File: src/rtl/uart_rx_packet_ctrl_pkg.sv
// Shared types for the uart_rx packet sequencer.
//   SYNC_WORD_DEFAULT : packet start marker
//   state_t           : controller FSM states
//   err_t             : cause reported on err_code when a packet is dropped
package uart_rx_packet_ctrl_pkg;

  localparam logic [7:0] SYNC_WORD_DEFAULT = 8'hA5;

  typedef enum logic [1:0] {
    S_HUNT    = 2'd0,
    S_LEN     = 2'd1,
    S_PAYLOAD = 2'd2,
    S_CHECK   = 2'd3
  } state_t;

  typedef enum logic [1:0] {
    ERR_NONE    = 2'd0,
    ERR_LEN     = 2'd1,
    ERR_CHK     = 2'd2,
    ERR_TIMEOUT = 2'd3
  } err_t;

endpackage

File: src/rtl/uart_rx_packet_ctrl_if.sv
// Downstream payload stream (valid/ready with end-of-packet flag).
//   data  : payload word at the FIFO head
//   last  : head word is the final payload word of its packet
//   valid : a committed word is available
//   ready : sink accepts; the word is consumed when valid && ready
interface uart_rx_packet_ctrl_if #(
  parameter int WIDTH = 8
);
  logic [WIDTH-1:0] data;
  logic             last;
  logic             valid;
  logic             ready;

  modport master (output data, output last, output valid, input ready);
  modport slave  (input data, input last, input valid, output ready);
endinterface

File: src/rtl/uart_rx_packet_ctrl_fifo.sv
// Commit/rollback FIFO. Writes land beyond the commit pointer and stay invisible
// to the reader until committed; a rollback discards them by pulling the write
// pointer back to the commit pointer. The read pointer is never moved by either.
//   clock, resetn      : clock, async active-low reset
//   push, push_data    : write one entry at the write pointer
//   commit             : publish everything written so far
//   rollback           : discard everything written since the last commit
//   pop                : consume the head entry (ignored when nothing committed)
//   head               : entry at the read pointer
//   free               : DEPTH minus entries held (committed or not)
//   committed_nonempty : at least one committed entry is readable
module uart_rx_packet_ctrl_fifo #(
  parameter int WIDTH = 9,
  parameter int DEPTH = 32
) (
  input  logic                     clock,
  input  logic                     resetn,
  input  logic                     push,
  input  logic [WIDTH-1:0]         push_data,
  input  logic                     commit,
  input  logic                     rollback,
  input  logic                     pop,
  output logic [WIDTH-1:0]         head,
  output logic [$clog2(DEPTH):0]   free,
  output logic                     committed_nonempty
);
  localparam int ADDR_W = $clog2(DEPTH);
  localparam int PTR_W  = ADDR_W + 1;

  logic [WIDTH-1:0] mem [DEPTH];
  logic [PTR_W-1:0] wr_ptr;
  logic [PTR_W-1:0] cm_ptr;
  logic [PTR_W-1:0] rd_ptr;

  // Pointers carry one extra wrap bit, so equal pointers mean empty and
  // pointers differing only in the MSB mean full.
  assign committed_nonempty = (cm_ptr != rd_ptr);
  assign free               = PTR_W'(DEPTH) - (wr_ptr - rd_ptr);
  assign head               = mem[rd_ptr[ADDR_W-1:0]];

  always_ff @(posedge clock) begin
    if (push) begin
      mem[wr_ptr[ADDR_W-1:0]] <= push_data;
    end
  end

  // The controller never pushes in the same cycle it commits or rolls back,
  // so commit simply captures the current write pointer.
  always_ff @(posedge clock or negedge resetn) begin
    if (!resetn) begin
      wr_ptr <= '0;
      cm_ptr <= '0;
      rd_ptr <= '0;
    end else begin
      if (rollback) begin
        wr_ptr <= cm_ptr;
      end else if (push) begin
        wr_ptr <= wr_ptr + PTR_W'(1);
      end
      if (commit) begin
        cm_ptr <= wr_ptr;
      end
      if (pop && committed_nonempty) begin
        rd_ptr <= rd_ptr + PTR_W'(1);
      end
    end
  end

endmodule

File: src/rtl/uart_rx_packet_ctrl.sv
// Packet sequencer behind uart_rx. Frames SYNC, LEN, LEN payload words, CHK;
// payload is held in a commit/rollback FIFO and only released downstream once
// the checksum (LEN plus payload, modulo 2^WIDTH) matches.
//   clock, resetn   : clock, async active-low reset
//   rx_data         : uart_rx word, valid while rx_ready=1
//   rx_ready        : one-cycle pulse per received word
//   rx_can_receive  : lets uart_rx accept its next start bit
//   out             : downstream payload stream (master side)
//   pkt_ok          : one-cycle pulse, packet committed
//   pkt_err         : one-cycle pulse, packet dropped
//   err_code        : cause of the last drop, held until the next drop
//
// state     | meaning
// ----------+-----------------------------------------------------------
// S_HUNT    | waiting for SYNC_WORD with room for a full packet
// S_LEN     | next word is the payload length
// S_PAYLOAD | storing payload words, accumulating checksum
// S_CHECK   | next word is the checksum; commit or roll back
module uart_rx_packet_ctrl
  import uart_rx_packet_ctrl_pkg::*;
#(
  parameter int               WIDTH         = 8,
  parameter int               MAX_LEN       = 16,
  parameter int               DEPTH         = 32,
  parameter logic [WIDTH-1:0] SYNC_WORD     = WIDTH'(SYNC_WORD_DEFAULT),
  parameter int               TIMEOUT_TICKS = 104160
) (
  input  logic                 clock,
  input  logic                 resetn,
  input  logic [WIDTH-1:0]     rx_data,
  input  logic                 rx_ready,
  output logic                 rx_can_receive,
  uart_rx_packet_ctrl_if.master out,
  output logic                 pkt_ok,
  output logic                 pkt_err,
  output logic [1:0]           err_code
);
  localparam int PTR_W = $clog2(DEPTH) + 1;
  localparam int REM_W = $clog2(MAX_LEN + 1);
  localparam int TMO_W = $clog2(TIMEOUT_TICKS + 1);

  state_t           state;
  logic [REM_W-1:0] remaining;
  logic [WIDTH-1:0] sum;
  logic [TMO_W-1:0] tmo_cnt;

  logic             push;
  logic             commit;
  logic             rollback;
  logic             timeout;
  logic             chk_match;
  logic             len_ok;
  logic [PTR_W-1:0] free;
  logic             committed_nonempty;
  logic [WIDTH:0]   head;

  // A word arriving on the terminal cycle beats the timeout.
  assign timeout   = (state != S_HUNT) && !rx_ready &&
                     (tmo_cnt == TMO_W'(TIMEOUT_TICKS - 1));
  assign chk_match = (rx_data == sum);
  assign len_ok    = (rx_data != '0) && (rx_data <= WIDTH'(MAX_LEN));

  assign push     = rx_ready && (state == S_PAYLOAD);
  assign commit   = rx_ready && (state == S_CHECK) && chk_match;
  assign rollback = timeout || (rx_ready && (state == S_CHECK) && !chk_match);

  // Two words of slack in HUNT cover a SYNC already in flight when the
  // gate closes; HUNT admission itself only needs room for MAX_LEN words.
  assign rx_can_receive = (state != S_HUNT) || (free >= PTR_W'(MAX_LEN + 2));

  assign out.valid = committed_nonempty;
  assign out.last  = head[WIDTH];
  assign out.data  = head[WIDTH-1:0];

  uart_rx_packet_ctrl_fifo #(
    .WIDTH (WIDTH + 1),
    .DEPTH (DEPTH)
  ) u_fifo (
    .clock              (clock),
    .resetn             (resetn),
    .push               (push),
    .push_data          ({(remaining == REM_W'(1)), rx_data}),
    .commit             (commit),
    .rollback           (rollback),
    .pop                (out.ready),
    .head               (head),
    .free               (free),
    .committed_nonempty (committed_nonempty)
  );

  always_ff @(posedge clock or negedge resetn) begin
    if (!resetn) begin
      state     <= S_HUNT;
      remaining <= '0;
      sum       <= '0;
      tmo_cnt   <= '0;
      pkt_ok    <= 1'b0;
      pkt_err   <= 1'b0;
      err_code  <= ERR_NONE;
    end else begin
      pkt_ok  <= 1'b0;
      pkt_err <= 1'b0;

      if (rx_ready || (state == S_HUNT)) begin
        tmo_cnt <= '0;
      end else begin
        tmo_cnt <= tmo_cnt + TMO_W'(1);
      end

      if (timeout) begin
        state    <= S_HUNT;
        pkt_err  <= 1'b1;
        err_code <= ERR_TIMEOUT;
      end else if (rx_ready) begin
        case (state)
          S_HUNT: begin
            if ((rx_data == SYNC_WORD) && (free >= PTR_W'(MAX_LEN))) begin
              state <= S_LEN;
            end
          end
          S_LEN: begin
            if (len_ok) begin
              remaining <= REM_W'(rx_data);
              sum       <= rx_data;
              state     <= S_PAYLOAD;
            end else begin
              pkt_err  <= 1'b1;
              err_code <= ERR_LEN;
              state    <= S_HUNT;
            end
          end
          S_PAYLOAD: begin
            sum       <= sum + rx_data;
            remaining <= remaining - REM_W'(1);
            if (remaining == REM_W'(1)) begin
              state <= S_CHECK;
            end
          end
          S_CHECK: begin
            if (chk_match) begin
              pkt_ok <= 1'b1;
            end else begin
              pkt_err  <= 1'b1;
              err_code <= ERR_CHK;
            end
            state <= S_HUNT;
          end
          default: state <= S_HUNT;
        endcase
      end
    end
  end

endmodule

File: src/flat_wrapper.sv
// flat-port wrapper written by rule: the top's interface ports become plain ports
module uart_rx_packet_ctrl_flat import uart_rx_packet_ctrl_pkg::*;
#(
  parameter int               WIDTH         = 8,
  parameter int               MAX_LEN       = 16,
  parameter int               DEPTH         = 32,
  parameter logic [WIDTH-1:0] SYNC_WORD     = WIDTH'(SYNC_WORD_DEFAULT),
  parameter int               TIMEOUT_TICKS = 104160
)
  (clock, resetn, rx_data, rx_ready, rx_can_receive, pkt_ok, pkt_err, err_code, out_data, out_last, out_valid, out_ready);
  uart_rx_packet_ctrl_if #(.WIDTH(WIDTH)) out_i ();
  input  logic clock;
  input  logic resetn;
  input  logic [WIDTH-1:0] rx_data;
  input  logic rx_ready;
  output logic rx_can_receive;
  output logic pkt_ok;
  output logic pkt_err;
  output logic [1:0] err_code;
  output wire logic [$bits(out_i.data)-1:0] out_data;
  output wire logic [$bits(out_i.last)-1:0] out_last;
  output wire logic [$bits(out_i.valid)-1:0] out_valid;
  input wire logic [$bits(out_i.ready)-1:0] out_ready;
  assign out_data = out_i.data;
  assign out_last = out_i.last;
  assign out_valid = out_i.valid;
  assign out_i.ready = out_ready;
  uart_rx_packet_ctrl #(.WIDTH(WIDTH), .MAX_LEN(MAX_LEN), .DEPTH(DEPTH), .SYNC_WORD(SYNC_WORD), .TIMEOUT_TICKS(TIMEOUT_TICKS)) u_core (.clock(clock), .resetn(resetn), .rx_data(rx_data), .rx_ready(rx_ready), .rx_can_receive(rx_can_receive), .out(out_i), .pkt_ok(pkt_ok), .pkt_err(pkt_err), .err_code(err_code));
endmodule
File: config.mk
export PLATFORM = sky130hd
export DESIGN_NAME = uart_rx_packet_ctrl_flat
export DESIGN_NICKNAME = d
export VERILOG_FILES = /design/src/rtl/uart_rx_packet_ctrl_pkg.sv /design/src/rtl/uart_rx_packet_ctrl_if.sv /design/src/rtl/uart_rx_packet_ctrl_fifo.sv /design/src/rtl/uart_rx_packet_ctrl.sv /design/src/flat_wrapper.sv
export SDC_FILE = /design/constraint.sdc
export NUM_CORES = 1
export LEC_CHECK = 0
export BUFFER_PORTS_ARGS = -buffer_cell sky130_fd_sc_hd__buf_2
export CAP_MARGIN = 20
export CORE_MARGIN = 1.5
export CORE_UTILIZATION = 60
export DETAILED_ROUTE_END_ITERATION = 7
export PLACE_DENSITY = 0.77
export SETUP_SLACK_MARGIN = 0.02
export SLEW_MARGIN = 40
export SYNTH_ARGS = -nofsm -noshare
export SYNTH_HDL_FRONTEND = slang
export SYNTH_SLANG_ARGS = --single-unit
File: constraint.sdc
create_clock -name clock -period 4.7 [get_ports clock]
set_clock_uncertainty 0.1 [all_clocks]
set_input_delay 0.94 -clock clock [delete_from_list [all_inputs] [get_ports clock]]
set_output_delay 0.94 -clock clock [all_outputs]
set_load 0.01 [all_outputs]
=== Word-level counts from Yosys, hierarchy flattened ===
Memories as Yosys holds them, arrays and structs flattened.
Cells that the tools add are included.

* Register bits after elaboration: 54
* RAM bits: 288
* Bits of input ports: 12
* Output and inout bits: 15
* Word-level logic and storage cells: 88
* Memories: 1

* Add/subtract/negate cells: 7
* Magnitude comparators: 3
* Equal/unequal tests: 13
* Mux-type cells: 29
* Bitwise gates (word level): 1
* Reduce and logical (&&, ||, !) cells: 24

{| class="wikitable"
|+ Memory list
! name !! words !! width !! read ports !! clocked after memory_dff !! write ports !! RTL line !! text
|-
| u_core.u_fifo.mem || 32 || 9 || 1 || 0 || 1 || uart_rx_packet_ctrl_fifo.sv:30 || <nowiki>logic [WIDTH-1:0] mem [DEPTH];</nowiki>
|}

{| class="wikitable"
|+ Operators by type and width
! operator !! number
|-
| $mux W2 || 9
|-
| $add A17 B1 Y17 const B || 1
|-
| $eq A17 B17 Y1 const B || 1
|-
| $mux W17 || 1
|-
| $pmux W8 S2 || 1
|-
| $add A6 B1 Y6 const B || 2
|-
| $ge A6 B5 Y1 const B || 2
|-
| $mux W6 || 2
|-
| $ne A3 B2 Y1 const B || 4
|-
| $mux W1 || 10
|-
| $pmux W5 S2 || 1
|-
| $logic_and A1 B1 Y1 || 9
|-
| $add A8 B8 Y8 || 1
|-
| $eq A8 B8 Y1 || 1
|-
| $eq A8 B8 Y1 const B || 1
|-
| $le A8 B5 Y1 const B || 1
|-
| $mux W8 || 1
|-
| $pmux W2 S4 || 1
|-
| $reduce_and A4 Y1 || 2
|-
| $reduce_bool A2 Y1 || 4
|-
| $reduce_bool A8 Y1 || 1
|-
| $ne A6 B6 Y1 || 1
|-
| $sub A6 B6 Y6 || 1
|-
| $sub A6 B6 Y6 const A || 1
|-
| other kinds (14) || 18
|}

=== Logic depth before layout (Yosys ltp) ===
* Word-level depth: 8
* Depth in mapped cells: 13
* Mapped depth without buffers: 11

=== Hierarchy ===
From an unflattened synthesis, not the netlist that was laid out.

* Cell total of the unflattened synthesis: 910
* Area, all modules: 14752.9 sq um

{| class="wikitable"
|+ By module, submodules not included
! module !! instances !! cells an instance !! area an instance (sq um) !! sequential area each (sq um)
|-
| uart_rx_packet_ctrl_fifo || 1 || 650 || 12401.9 || 9098.7
|-
| uart_rx_packet_ctrl || 1 || 260 || 2351.0 || 900.9
|}

=== Worst setup path before layout ===
OpenSTA, ideal clock, no wires.

* Kind: register -> register
* Start: register u_core.remaining[1]
* End: register u_core.state[1]
* Library setup time: 123 ps
* Arrival: 3247 ps
* Data required time: 4477 ps
* Path slack: 1230 ps
* Stages on the path, launching flop included: 9
* Buffers on the path: 0
* Clock period less this slack: 3470 ps
* Cells stage by stage: dfrtp_1 > inv_1 > ha_1 > nor4b_1 > o21ai_0 > a21oi_1 > o31a_1 > nand2_1 > mux2i_1

* Cells in the longest elaborated chain, start to end: 3

{| class="wikitable"
|+ Ends and longest elaborated chain
! what !! RTL line !! text
|-
| from (decl) || uart_rx_packet_ctrl.sv:43 || <nowiki>logic [REM_W-1:0] remaining;</nowiki>
|-
| from (signal assigned) || uart_rx_packet_ctrl.sv:123 || <nowiki>remaining <= REM_W'(rx_data);</nowiki>
|-
| from (signal assigned) || uart_rx_packet_ctrl.sv:134 || <nowiki>remaining <= remaining - REM_W'(1);</nowiki>
|-
| $eq A5 B1 Y1 || -- ||
|-
| net u_core.u_fifo.push_data[8] || uart_rx_packet_ctrl_fifo.sv:19 || <nowiki>input logic [WIDTH-1:0] push_data,</nowiki>
|-
| $ne A3 B2 Y1 (no source line) || -- ||
|-
| $reduce_and A3 Y1 (no source line) || -- ||
|-
| to (signal assigned) || uart_rx_packet_ctrl.sv:93 || <nowiki>state <= S_HUNT;</nowiki>
|-
| to (signal assigned) || uart_rx_packet_ctrl.sv:111 || <nowiki>state <= S_HUNT;</nowiki>
|-
| to (signal assigned) || uart_rx_packet_ctrl.sv:118 || <nowiki>state <= S_LEN;</nowiki>
|-
| to (decl) || uart_rx_packet_ctrl.sv:42 || <nowiki>state_t state;</nowiki>
|}

The timed path passes the listed nets, and every way through them passes these cells.
A chain may end at the register's enable or synchronous reset.

=== Final worst setup path ===
* Start: register u_core.u_fifo.rd_ptr[0]
* End: output out_data[1]

* Cells in the longest elaborated chain, start to end: 1

{| class="wikitable"
|+ Ends and longest elaborated chain
! what !! RTL line !! text
|-
| from (decl) || uart_rx_packet_ctrl_fifo.sv:33 || <nowiki>logic [PTR_W-1:0] rd_ptr;</nowiki>
|-
| from (signal assigned) || uart_rx_packet_ctrl_fifo.sv:64 || <nowiki>rd_ptr <= rd_ptr + PTR_W'(1);</nowiki>
|-
| $mem_v2 Z32 W9 || -- ||
|-
| to (decl) || flat_wrapper.sv:20 || <nowiki>output wire logic [$bits(out_i.data)-1:0] out_data;</nowiki>
|}

No other way between the ends.

==> metrics.md <==
| Metric | Value |
|---|---|
| Status | finished, final reports clean |
| Levels on crit path | 5 |
| Synth Register Bits | 342 |
| Antenna Nets Post-Route | 0 |
| Fin. Hold Viols | 0 |
| Post-route clock period utilization | 0.916 |
| Fmax achieved | roughly 230 MHz |
| Initial DRC count | approximately 770 |
| Sequential share of power | 0.410 |
| Via density | around 6.3 |
| Slowest stage delay, CP | roughly 0.75 ns |
| Worst Path Buf+Inv | 2 |
| Switching Fraction | 0.284 |
| Setup Slack @ Placement | 0.878 ns |
| CP most frequent cell | mux4_2 |
| Critical path cell sequence | buf_12 -> mux4_2 -> mux4_2 -> mux2_2 -> buf_2 |
| CP Capture Point | out_data[1] |
| Die Span Y | roughly 160 um |
| Setup TNS | 0 ns |
| Hpwl dp | roughly 18 mm |
| Clock sinks | ~340 |
| Normalized max-slew margin | 0.481 |
| Leakage power | approximately 5.5 nW |
| Mean Syn Cell Area | 17.7 um^2 |
| # DRC | 0 |
| Layout area overhead | 11.8% |
| Die X-Extent | 158 um |
| Largest net degree at the start of global routing | 55 |
| RSZ-0062 raised after global routing | no |
| Register area share after synthesis | 0.693 |
| Initial antenna violation count | 1 |
| Synth Cell Area | between 10,000 and 15,000 um^2 |
| WL per Instance | 25.6 um |
| CTS Buf Count | 36 |
| Endpoints failing setup | 0 |
| Slew Limit Fails | 0 |
| Minimum clock period | 4.30 ns |
| Vias in the first global route | around 7.8k |
| Synth warnings | 0 |
| Via count | approximately 7.6k |
| Clk root buf | clkbuf_16 |
| Setup crit start kind | register |
| Crit. End Element | output port |
| Clock Pin Slew Worst Setup and Hold Paths | about 0.060 ns |
| First-pass GRT wire length | roughly 47 mm |
| CTS tree | done |
| R2R cell count | 5 |
| I/O pins | 27 |
| Comb pwr share | 0.284 |
| Crit path from | u_core.u_fifo.rd_ptr[0] |
| Dominant synthesized flop cell | edfxtp_1 |
| Share of async-settable or async-resettable flops after synthesis | 0.158 |
| Power Density | roughly 540 nW/um^2 |
| RR Endpoint | u_core.u_fifo.mem[15][5] |
| Cell internal pwr | roughly 0.0063 W |
| Die area | around 25,000 um^2 |
| CTS Hold Buffers Added | 0 |
| Post-CTS setup buffer count | 0 |
| Hold Crit Class | register to register |
| Layout cells sized above 1 | 0.249 |
| Core ar. | approximately 24,000 um^2 |
| Later-pin clock latency in the skew report | between 0.5 and 0.6 ns |
| Starting density of the core | 0.613 |
| Net count after synthesis | around 860 |
| Post-synth EDFFs | 288 |
| WP data arrival | 3.26 ns |
| WS Path Type | register to output port |
| WHS | just under 0.4 ns |
| Reg-to-reg slack, setup | ~1.5 ns |
| Nets | ~910 |
| Required time worst endpoint | ~3.7 ns |
| Critical-path maximum fanout | 47 |
| CTS H-tree depth | 2 |
| Row cnt | 56 |
| Drt first pass iters | 5 |
| Final worst slack | between 0.3 and 0.4 ns |
| Max Cap Viol | 0 |
| Unique masters post-synth | 50 |
| Clock power frac | 0.306 |
| Total global-route track usage | 0.262 |
| Routed wire length | about 31 mm |
| Measured slew at the worst slew-check pin | just under 0.8 ns |
| Switching power | ~0.0025 W |
| Slowest-stage cell, CP | dfrtp_4 |
| Delay-heaviest family, CP | multiplexers |
| PostCTS Resize Cnt | 0 |
| Clock tree buffer depth | 3 |
| Post-Syn Instances | a little over 800 |
| Number of port buffers | 26 |
| Worst R2R Start | u_core.state[0] |
| Largest vdd supply drop | approximately 0.32 mV |
| Gr ovfl total | 0 |
| Final GP Congestion | between 0.8 and 0.9 |
-- stage by stage --
step / std cells / util / area (um^2) / total power [W]
finish: 1214 / 0.685 / 16100 / 0.00874
floorplan: 817 / - / 14400 / 0.00545
CTS: 1213 / 0.684 / 16100 / 0.00880
global placement: 1151 / 0.636 / 15000 / 0.00603
detailed placement: 1151 / 0.638 / 15000 / 0.00611
global route: 1214 / 0.685 / 16100 / 0.00909
-- power groups by stage --
stage	logic [W]	clock network, W	registers (W)
floorplan	0.00190	0	0.00355
global placement	0.00239	0	0.00364
detailed placement	0.00247	0	0.00365
CTS	0.00250	0.00271	0.00359
global route	0.00266	0.00282	0.00361
finish	0.00248	0.00267	0.00359
-- cell usage in the layout (no fill, tap or decap), drive strengths merged, types with 2 or more instances in the layout --
| cell | synthesis | final |
|---|---|---|
| a21oi | 10 | 10 |
| bufinv | 0 | 2 |
| or3 | 2 | 2 |
| mux4 | 90 | 90 |
| and3 | 2 | 2 |
| mux2i | 6 | 6 |
| buf | 13 | 49 |
| nor4 | 4 | 4 |
| nor3 | 10 | 10 |
| xor2 | 13 | 13 |
| clkbuf | 21 | 50 |
| nand2b | 3 | 3 |
| a21o | 6 | 6 |
| ha | 28 | 28 |
| clkinv | 1 | 11 |
| a31oi | 5 | 5 |
| inv | 20 | 20 |
| nor4b | 3 | 3 |
| nand4b | 4 | 4 |
| nand4 | 8 | 8 |
| nand3 | 22 | 22 |
| mux2 | 11 | 11 |
| and4 | 2 | 2 |
| nor2b | 4 | 4 |
| dfrtp | 54 | 54 |
| edfxtp | 288 | 288 |
| fa | 2 | 2 |
| and2 | 3 | 3 |
| nand3b | 2 | 2 |
| xnor2 | 24 | 24 |
| nand2 | 44 | 44 |
| o21ai | 24 | 24 |
| o211ai | 5 | 5 |
| nor2 | 68 | 68 |
-- worst reg2reg max path, cell delays in order, from the launching register on --
cell and delay (ns):
dfrtp_1 0.43, inv_1 0.11, ha_1 0.67, and2_1 0.43, nand2_1 0.37, nor2_2 0.71
-- synth_stat cells (8+ instances only) --
master	count	share of area
clkbuf_1	21	0.0055
dfrtp_1	54	0.094
nand4_1	8	0.0035
nor3_1	10	0.0035
nor2_1	68	0.018
a21oi_1	10	0.0035
nand2_1	44	0.011
mux4_2	90	0.14
xnor2_1	24	0.015
xor2_1	13	0.0079
inv_1	20	0.0052
edfxtp_1	288	0.60
ha_1	28	0.024
mux2_2	11	0.0086
nand3_1	22	0.0076
o21ai_0	24	0.0083
-- kinds of logic (layout without fill, tap and decap cells) --
family	after synthesis	count (layout)	share of synthesized area
AOI/OAI and AO/OA	61	61	0.0264
muxes	107	107	0.153
buffers and inverters	55	132	0.0176
xor gates and xnor gates	37	37	0.0225
and+or+nand+nor	185	185	0.0603
other	0	1	0
adders and majority gates	30	30	0.0271
DFF	342	342	0.693
-- final cells by class --
class | instances | area (um^2)
clock inverters | 12 | 105
flip-flops and latches | 342 | 10000
multi-input cells | 420 | 4230
inverters | 21 | 78.8
well taps | 319 | 399
repair buffers | 49 | 315
diodes | 1 | 2.50
clock buffers | 50 | 995
fillers | 1525 | 7410
-- routing by layer --
metal	up-vias	GRT usage	wire length, um
met5	-	0	0
met4	0	0.0676	537
met3	42	0.0416	1950
met2	303	0.436	15700
met1	3984	0.365	12900
li1	3318	-	-
-- state kept, by name (all words and copies together) (netlist names) --
signal / count
u_core.u_fifo.mem: 288
u_core.remaining: 5
u_core.sum: 8
u_core.u_fifo.wr_ptr: 6
u_core.pkt_err: 1
u_core.u_fifo.cm_ptr: 6
u_core.u_fifo.rd_ptr: 6
u_core.err_code: 2
u_core.pkt_ok: 1
u_core.tmo_cnt: 17
u_core.state: 2
-- how the worst min path moves through the flow --
stage / start / end / cells past startpoint
after global placement: u_core.tmo_cnt[0] / u_core.tmo_cnt[0] / 1
final: u_core.tmo_cnt[0] / u_core.tmo_cnt[0] / 1
after detailed placement: u_core.tmo_cnt[0] / u_core.tmo_cnt[0] / 1
after CTS: u_core.tmo_cnt[0] / u_core.tmo_cnt[0] / 1
after floorplan: u_core.tmo_cnt[0] / u_core.tmo_cnt[0] / 1
after global routing: u_core.sum[3] / u_core.sum[3] / 2
(Power assumes the default switching activity.)
